### config.mk
export PLATFORM = sky130hd
export DESIGN_NAME = threshold_monitor
export DESIGN_NICKNAME = d
export VERILOG_FILES = /design/src/rtl/thrmon_pkg.sv /design/src/rtl/MagnitudeComparator.sv /design/src/rtl/threshold_monitor.sv
export SDC_FILE = /design/constraint.sdc
export NUM_CORES = 1
export LEC_CHECK = 0
export ABC_CLOCK_PERIOD_IN_PS = 5550
export BUFFER_PORTS_ARGS = -buffer_cell sky130_fd_sc_hd__buf_2
export CORE_ASPECT_RATIO = 1.25
export CORE_MARGIN = 2
export CORE_UTILIZATION = 50
export CTS_BUF_LIST = sky130_fd_sc_hd__clkbuf_2 sky130_fd_sc_hd__clkbuf_4 sky130_fd_sc_hd__clkbuf_8
export CTS_CLUSTER_SIZE = 28
export DETAILED_ROUTE_END_ITERATION = 8
export PLACE_DENSITY = 0.74
export RECOVER_POWER = 100
export SKIP_CTS_REPAIR_TIMING = 1
export SYNTH_ARGS = -nofsm -noshare
export SYNTH_HDL_FRONTEND = slang
export SYNTH_HIERARCHICAL = 1
export SYNTH_SLANG_ARGS = --single-unit
### constraint.sdc
create_clock -name clk -period 5.55 [get_ports clk]
set_input_delay 1.11 -clock clk [delete_from_list [all_inputs] [get_ports clk]]
set_output_delay 1.11 -clock clk [all_outputs]
set_load 0.05 [all_outputs]
### src/rtl/thrmon_pkg.sv
// Shared types and constants for the threshold monitor alarm stage.
package thrmon_pkg;

    localparam int THRMON_PCNT_W = 4;

    typedef enum logic [1:0] {
        ST_NORMAL   = 2'd0,
        ST_ARMING   = 2'd1,
        ST_ALARM    = 2'd2,
        ST_CLEARING = 2'd3
    } thrmon_state_t;

endpackage

### src/rtl/MagnitudeComparator.sv
// Purely combinational unsigned magnitude comparator producing gt/lt/eq flags.
module MagnitudeComparator #(
    parameter int WIDTH = 4
) (
    input  logic [WIDTH-1:0] A,
    input  logic [WIDTH-1:0] B,
    output logic             A_greater_than_B,
    output logic             A_less_than_B,
    output logic             A_equal_to_B
);

    assign A_greater_than_B = (A > B);
    assign A_less_than_B    = (A < B);
    assign A_equal_to_B     = (A == B);

endmodule

### src/rtl/threshold_monitor.sv
// Debounced high/low threshold alarm with hysteresis and a saturating entry counter.
// Build option: define THRMON_STICKY_EN to latch the alarm until clear or reset.
module threshold_monitor
    import thrmon_pkg::*;
#(
    parameter int WIDTH   = 4,
    parameter int PERSIST = 3,
    parameter int CNT_W   = 8
) (
    input  logic             clk,
    input  logic             rst_n,
    input  logic             sample_valid,
    input  logic [WIDTH-1:0] sample,
    input  logic [WIDTH-1:0] thr_hi,
    input  logic [WIDTH-1:0] thr_lo,
    input  logic             clear,
    output logic             alarm,
    output logic             rise_pulse,
    output logic             fall_pulse,
    output logic [1:0]       state,
    output logic [CNT_W-1:0] alarm_count
);

    localparam logic [THRMON_PCNT_W-1:0] PERSIST_C = THRMON_PCNT_W'(PERSIST);

    thrmon_state_t              st, st_nxt;
    logic [THRMON_PCNT_W-1:0]   pcnt, pcnt_nxt, pcnt_inc;
    logic                       hi_gt, lo_lt, enter, leave;
    logic                       hi_lt_unused, hi_eq_unused, lo_gt_unused, lo_eq_unused;

    MagnitudeComparator #(.WIDTH(WIDTH)) u_cmp_hi (
        .A                (sample),
        .B                (thr_hi),
        .A_greater_than_B (hi_gt),
        .A_less_than_B    (hi_lt_unused),
        .A_equal_to_B     (hi_eq_unused)
    );

    MagnitudeComparator #(.WIDTH(WIDTH)) u_cmp_lo (
        .A                (sample),
        .B                (thr_lo),
        .A_greater_than_B (lo_gt_unused),
        .A_less_than_B    (lo_lt),
        .A_equal_to_B     (lo_eq_unused)
    );

    assign pcnt_inc = pcnt + 1'b1;

    // pcnt restarts at 0 whenever a settled state (NORMAL/ALARM) is reached
    always_comb begin
        st_nxt   = st;
        pcnt_nxt = pcnt;
        enter    = 1'b0;
        leave    = 1'b0;
        case (st)
            ST_NORMAL: begin
                if (hi_gt) begin
                    if (PERSIST_C == 1) begin
                        st_nxt   = ST_ALARM;
                        pcnt_nxt = '0;
                        enter    = 1'b1;
                    end else begin
                        st_nxt   = ST_ARMING;
                        pcnt_nxt = THRMON_PCNT_W'(1);
                    end
                end
            end
            ST_ARMING: begin
                if (hi_gt) begin
                    if (pcnt_inc == PERSIST_C) begin
                        st_nxt   = ST_ALARM;
                        pcnt_nxt = '0;
                        enter    = 1'b1;
                    end else begin
                        pcnt_nxt = pcnt_inc;
                    end
                end else begin
                    st_nxt   = ST_NORMAL;
                    pcnt_nxt = '0;
                end
            end
            ST_ALARM: begin
`ifndef THRMON_STICKY_EN
                if (lo_lt) begin
                    if (PERSIST_C == 1) begin
                        st_nxt   = ST_NORMAL;
                        pcnt_nxt = '0;
                        leave    = 1'b1;
                    end else begin
                        st_nxt   = ST_CLEARING;
                        pcnt_nxt = THRMON_PCNT_W'(1);
                    end
                end
`endif
            end
            default: begin
`ifdef THRMON_STICKY_EN
                st_nxt   = ST_ALARM;
                pcnt_nxt = '0;
`else
                if (lo_lt) begin
                    if (pcnt_inc == PERSIST_C) begin
                        st_nxt   = ST_NORMAL;
                        pcnt_nxt = '0;
                        leave    = 1'b1;
                    end else begin
                        pcnt_nxt = pcnt_inc;
                    end
                end else begin
                    st_nxt   = ST_ALARM;
                    pcnt_nxt = '0;
                end
`endif
            end
        endcase
    end

    always_ff @(posedge clk or negedge rst_n) begin
        if (!rst_n) begin
            st          <= ST_NORMAL;
            pcnt        <= '0;
            alarm       <= 1'b0;
            rise_pulse  <= 1'b0;
            fall_pulse  <= 1'b0;
            alarm_count <= '0;
        end else begin
            rise_pulse <= 1'b0;
            fall_pulse <= 1'b0;
            if (clear) begin
                st          <= ST_NORMAL;
                pcnt        <= '0;
                alarm       <= 1'b0;
                alarm_count <= '0;
            end else if (sample_valid) begin
                st         <= st_nxt;
                pcnt       <= pcnt_nxt;
                alarm      <= (st_nxt == ST_ALARM) || (st_nxt == ST_CLEARING);
                rise_pulse <= enter;
`ifndef THRMON_STICKY_EN
                fall_pulse <= leave;
`endif
                if (enter && (alarm_count != {CNT_W{1'b1}}))
                    alarm_count <= alarm_count + 1'b1;
            end
        end
    end

    assign state = st;

endmodule

-- After elaboration in Yosys (flattened, before gate mapping)
Cells that the tools add are included.
- register bits after elaboration: 17
- input bits: 16
- output and inout bits: 13
- word-level logic and storage cells: 57
- add/sub/neg operators: 2
- order comparisons: 2
- equal/unequal tests: 8
- mux-type cells: 31
- reduce and logical (&&, ||, !) cells: 8
- operators with widths (cell ; count):
    4-bit two-way mux ; 7
    8-bit two-way mux ; 3
    2-bit two-way mux ; 8
    4-bit case mux with 3 select lines ; 1
    1-bit two-way mux ; 11
    8-bit by 1-bit adder with 8-bit output (second input constant) ; 1
    8-bit != test (second input constant) ; 1
    2-bit == test (second input constant) ; 3
    3-bit != test (second input constant) ; 2
    2-bit case mux with 3 select lines ; 1
    4-bit by 1-bit adder with 4-bit output (second input constant) ; 1
    4-bit by 2-bit == test with 1-bit output (second input constant) ; 1
    4-bit > comparator ; 1
    4-bit < comparator ; 1
    2-bit nonzero test ; 2
    3-bit AND reduction ; 1
    3-bit OR reduction ; 1
    2-bit by 1-bit == test with 1-bit output (second input constant) ; 1
    2-bit logical NOT ; 1
    2-bit AND reduction ; 1
    1-bit logical AND ; 1
    1-bit logical OR ; 1

-- Longest topological paths before layout
- word-level depth: 9
- gate-level depth with buffers: 9
- depth with buffers taken out: 9

-- Cells and area by module
Netlist, hierarchy kept.
- modules (own cells, without submodules) (module ; times used ; cells each ; area an instance (µm²) ; sequential area each (µm²)):
    threshold_monitor ; 1 ; 106 ; 1078.5 ; 425.4
    MagnitudeComparator ; 2 ; 16 ; 128.9 ; 0.0

-- Worst setup path after synthesis
No wires, ideal clock.
- path kind: input -> register
- start point: input port thr_lo[1]
- end point: register pcnt[2]
- library setup time: 0.064 ns
- arrival time: 2.747 ns
- required time: 5.486 ns
- setup slack: 2.739 ns
- stages: 9
- path buffers: 0
- cells stage by stage: inv_1 > ha_1 > nor2b_4 > o21bai_4 > and2_1 > mux2_2 > or3b_2 > nor3b_1 > a21o_1
- cells in the longest elaborated chain, start to end: 5
- elaborated cells on any way between the ends: 7
- those cells by class: 1 x order compare; 1 x eq/ne; 4 x mux; 1 x reduce/logical
- ends and longest elaborated chain (what ; line ; source):
    start, declared ; threshold_monitor.sv:15 ; input logic [WIDTH-1:0] thr_lo,
    4-bit < comparator * ; MagnitudeComparator.sv:13 ; assign A_less_than_B = (A < B);
    via lo_lt ; threshold_monitor.sv:28 ; logic hi_gt, lo_lt, enter, leave;
    4-bit two-way mux ; threshold_monitor.sv:101 ; if (lo_lt) begin
    4-bit case mux with 3 select lines ; threshold_monitor.sv:55 ; case (st)
    4-bit two-way mux ; threshold_monitor.sv:134 ; end else if (sample_valid) begin
    4-bit two-way mux ; threshold_monitor.sv:129 ; if (clear) begin
    end signal, assigned ; threshold_monitor.sv:136 ; pcnt <= pcnt_nxt;
    end, declared ; threshold_monitor.sv:27 ; logic [THRMON_PCNT_W-1:0] pcnt, pcnt_nxt, pcnt_inc;
Mark *: on every way through the listed nets, which the timed path passes. The rest lies on a longest branch. The select of a mux whose other input is x is not followed.
A chain may end at the register's enable or synchronous reset.

-- Worst setup path after layout
- start point: input port sample[3]
- end point: register alarm_count[0]
- cells in the longest elaborated chain, start to end: 6
- ends and longest elaborated chain (what ; line ; source):
    start, declared ; threshold_monitor.sv:13 ; input logic [WIDTH-1:0] sample,
    4-bit > comparator ; MagnitudeComparator.sv:12 ; assign A_greater_than_B = (A > B);
    via hi_gt ; threshold_monitor.sv:28 ;
    1-bit two-way mux ; threshold_monitor.sv:69 ; if (hi_gt) begin
    1-bit two-way mux ; threshold_monitor.sv:55 ;
    1-bit logical AND ; threshold_monitor.sv:142 ; if (enter && (alarm_count != {CNT_W{1'b1}}))
    2-bit nonzero test (no line) ; -- ;
    2-bit AND reduction (no line) ; -- ;
    end signal, assigned ; threshold_monitor.sv:143 ; alarm_count <= alarm_count + 1'b1;
    end, declared ; threshold_monitor.sv:21 ; output logic [CNT_W-1:0] alarm_count
The timed path passes the listed nets, and every way through them passes these cells.

==> flow_metrics.py <==
metrics = {
    "sta": {
        "hold_slack_ns": 0.592,
        "finalCritPeriodShare": 0.509,
        "final.setup.tns_ns": 0,
        "rsz0062_at_grt": "false",
        "hold_viol_final": 0,
        "maxSlewHeadroom": 0.363,
        "fin_skew_ns": 0.00531,
        "tightestPinTransition_ns": 0.955,
        "drv_slew": 0,
        "max_freq_mhz": 354,
        "setup_viol": 0,
        "min_period_ns": 2.83,
    },
    "placed_design": {
        "numPortBuffers": 28,
        "globalplace.congestion": 0.822,
        "dpl.hpwl_microns": 1880,
    },
    "pwr": {
        "pwr-share-clk": 0.297,
        "powerDensity_nw_per_um2": 170,
        "ir_drop_v": 0.000128,
        "p_leak_nw": 0.663,
        "combinationalPowerShare": 0.183,
        "power.switching_mw": 0.0692,
        "netSwitchingFraction": 0.281,
        "cellInternalPower_mw": 0.177,
        "p_total_mw": 0.246,
        "p_seq_frac": 0.521,
    },
    "hold_path": {
        "min_from": "alarm",
        "hp-class": "flip-flop to flip-flop",
    },
    "layout": {
        "area_growth_syn_to_layout_pct": 10.3,
        "multi_input_area_sq_um": 793,
        "fillCellCount": 231,
        "layout-drive-gt1-share": 0.217,
        "fin_nets": 189,
        "finish.utilization": 0.585,
        "regArea_sq_um": 425,
        "diodes": 0,
    },
    "logic_synthesis": {
        "syn-cell-area_sq_um": 1310,
        "postSynthAreaPerCell_sq_um": 9.80,
        "syn_nets": 161,
        "syn_inst": 134,
        "synth_warnings": 6,
    },
    "route": {
        "drtIter0Drc": 10,
        "dr.pass1.iters": 4,
        "ant_nets": 0,
        "route.vias.total": 1046,
        "routed_wl_microns": 2570,
        "drc_errors": 0,
        "wl_per_cell_microns": 13.3,
        "post_drt_via_cell_ratio": 5.39,
    },
    "global_route": {
        "antenna_found_initial": 0,
        "grt_pass1_vias": 1021,
        "track_usage": 0.185,
        "grt_max_degree": 26,
        "overflow": 0,
        "grt_pass1_wl_microns": 4400,
    },
    "clock_tree": {
        "clockBufferDepth": 2,
        "cts_tree": "done",
        "clock-root-buffer": "clkbuf_4",
        "cts-buffers-inserted": 3,
        "clkSlewWorstSetupHoldPaths_ns": 0.10,
        "htree_levels": 1,
        "insertion_delay_ns": 0.30,
        "cts_sinks": 17,
    },
    "setup_path": {
        "cp-startpoint": "sample[3]",
        "path_class": "input pin to flip-flop",
        "arrival_ns": 3.01,
        "cp-end-kind": "flip-flop",
        "reg2reg_from": "pcnt[0]",
        "cp.required_ns": 5.74,
        "crit_fanout": 8,
        "cp-start-kind": "input pin",
    },
    "die": {
        "die_h_microns": 61.3,
        "rows": 20,
        "core_area_sq_um": 2480,
        "start_util": 0.530,
        "die_area_sq_um": 3060,
        "die_x_microns": 49.8,
        "ios": 29,
    },
    "outcome": {
        "status": "completed",
    },
    "flow_run": {
        "maxCapViolCount": 0,
    },
}
-- per-stage QoR --
step	instance area (sq um)	worst slack, ns	std cells
after floorplan	1310	2.75	134
after global placement	1450	2.54	190
after detailed placement	1450	2.49	190
after CTS	1480	2.79	194
after global routing	1450	2.58	194
final	1450	2.72	194
-- final cells by class --
cell class / instances / area share
clock buffer: 4 / 0.0207
inverter: 10 / 0.0259
multi-input combinational: 102 / 0.547
sequential: 17 / 0.294
tap: 33 / 0.0285
timing repair buffer: 28 / 0.0838
-- cells in the final DEF, fill, tap and decap left out, drive strengths merged, types with 2 or more instances in the layout --
cell,n
nand3,4
mux2,7
ha,11
a21o,2
o22ai,3
dfrtp,17
o211ai,2
nor4,4
o21bai,3
and3,2
buf,13
a31oi,2
nor3,3
nor2b,8
inv,10
or3,2
nand2,9
nor3b,3
nor2,11
clkbuf,19
nand2b,6
a21oi,6
-- layer usage --
layer	global-route usage	vias to the layer above	wire length, microns
met1	0.240	502	1220
met5	0	-	0
met3	0.0267	4	72
met4	0.0714	0	22
met2	0.316	16	1260
li1	-	524	-
-- state kept, by name, summed over array words and instances (netlist names) --
| name | flops |
|---|---|
| alarm_count | 8 |
| state | 2 |
| fall_pulse | 1 |
| alarm | 1 |
| pcnt | 4 |
| rise_pulse | 1 |
-- power groups by stage --
| stage | Clock, mW | Sequential [mW] | Combinational (mW) |
|---|---|---|---|
| 2_1_floorplan | 0 | 0.131 | 0.0339 |
| 3_3_place_gp | 0 | 0.130 | 0.0456 |
| 3_5_place_dp | 0 | 0.130 | 0.0474 |
| 4_1_cts | 0.0753 | 0.128 | 0.0477 |
| 5_1_grt | 0.0781 | 0.128 | 0.0508 |
| 6_report | 0.0729 | 0.128 | 0.0450 |
-- worst paths after layout --
path,slack [ns],cells past startpoint,endpoint
worst max-delay path,2.72,9,alarm_count[0]
worst min-delay path,0.59,2,alarm
worst max register to register,3.41,5,alarm_count[0]
worst min register to register,0.59,2,alarm
max in group asynchronous,4.04,1,alarm_count[3]
min in group asynchronous,0.93,1,pcnt[3]
-- worst max-delay path, stage by stage --
cell and delay (ns):
clkbuf_1 0.10, ha_1 0.31, nand2_1 0.07, o21bai_2 0.18
a21oi_1 0.17, nand2b_1 0.08, o21bai_1 0.27, nor3_1 0.33
mux2_2 0.37
Note: power is estimated with default switching activity, not from simulation.
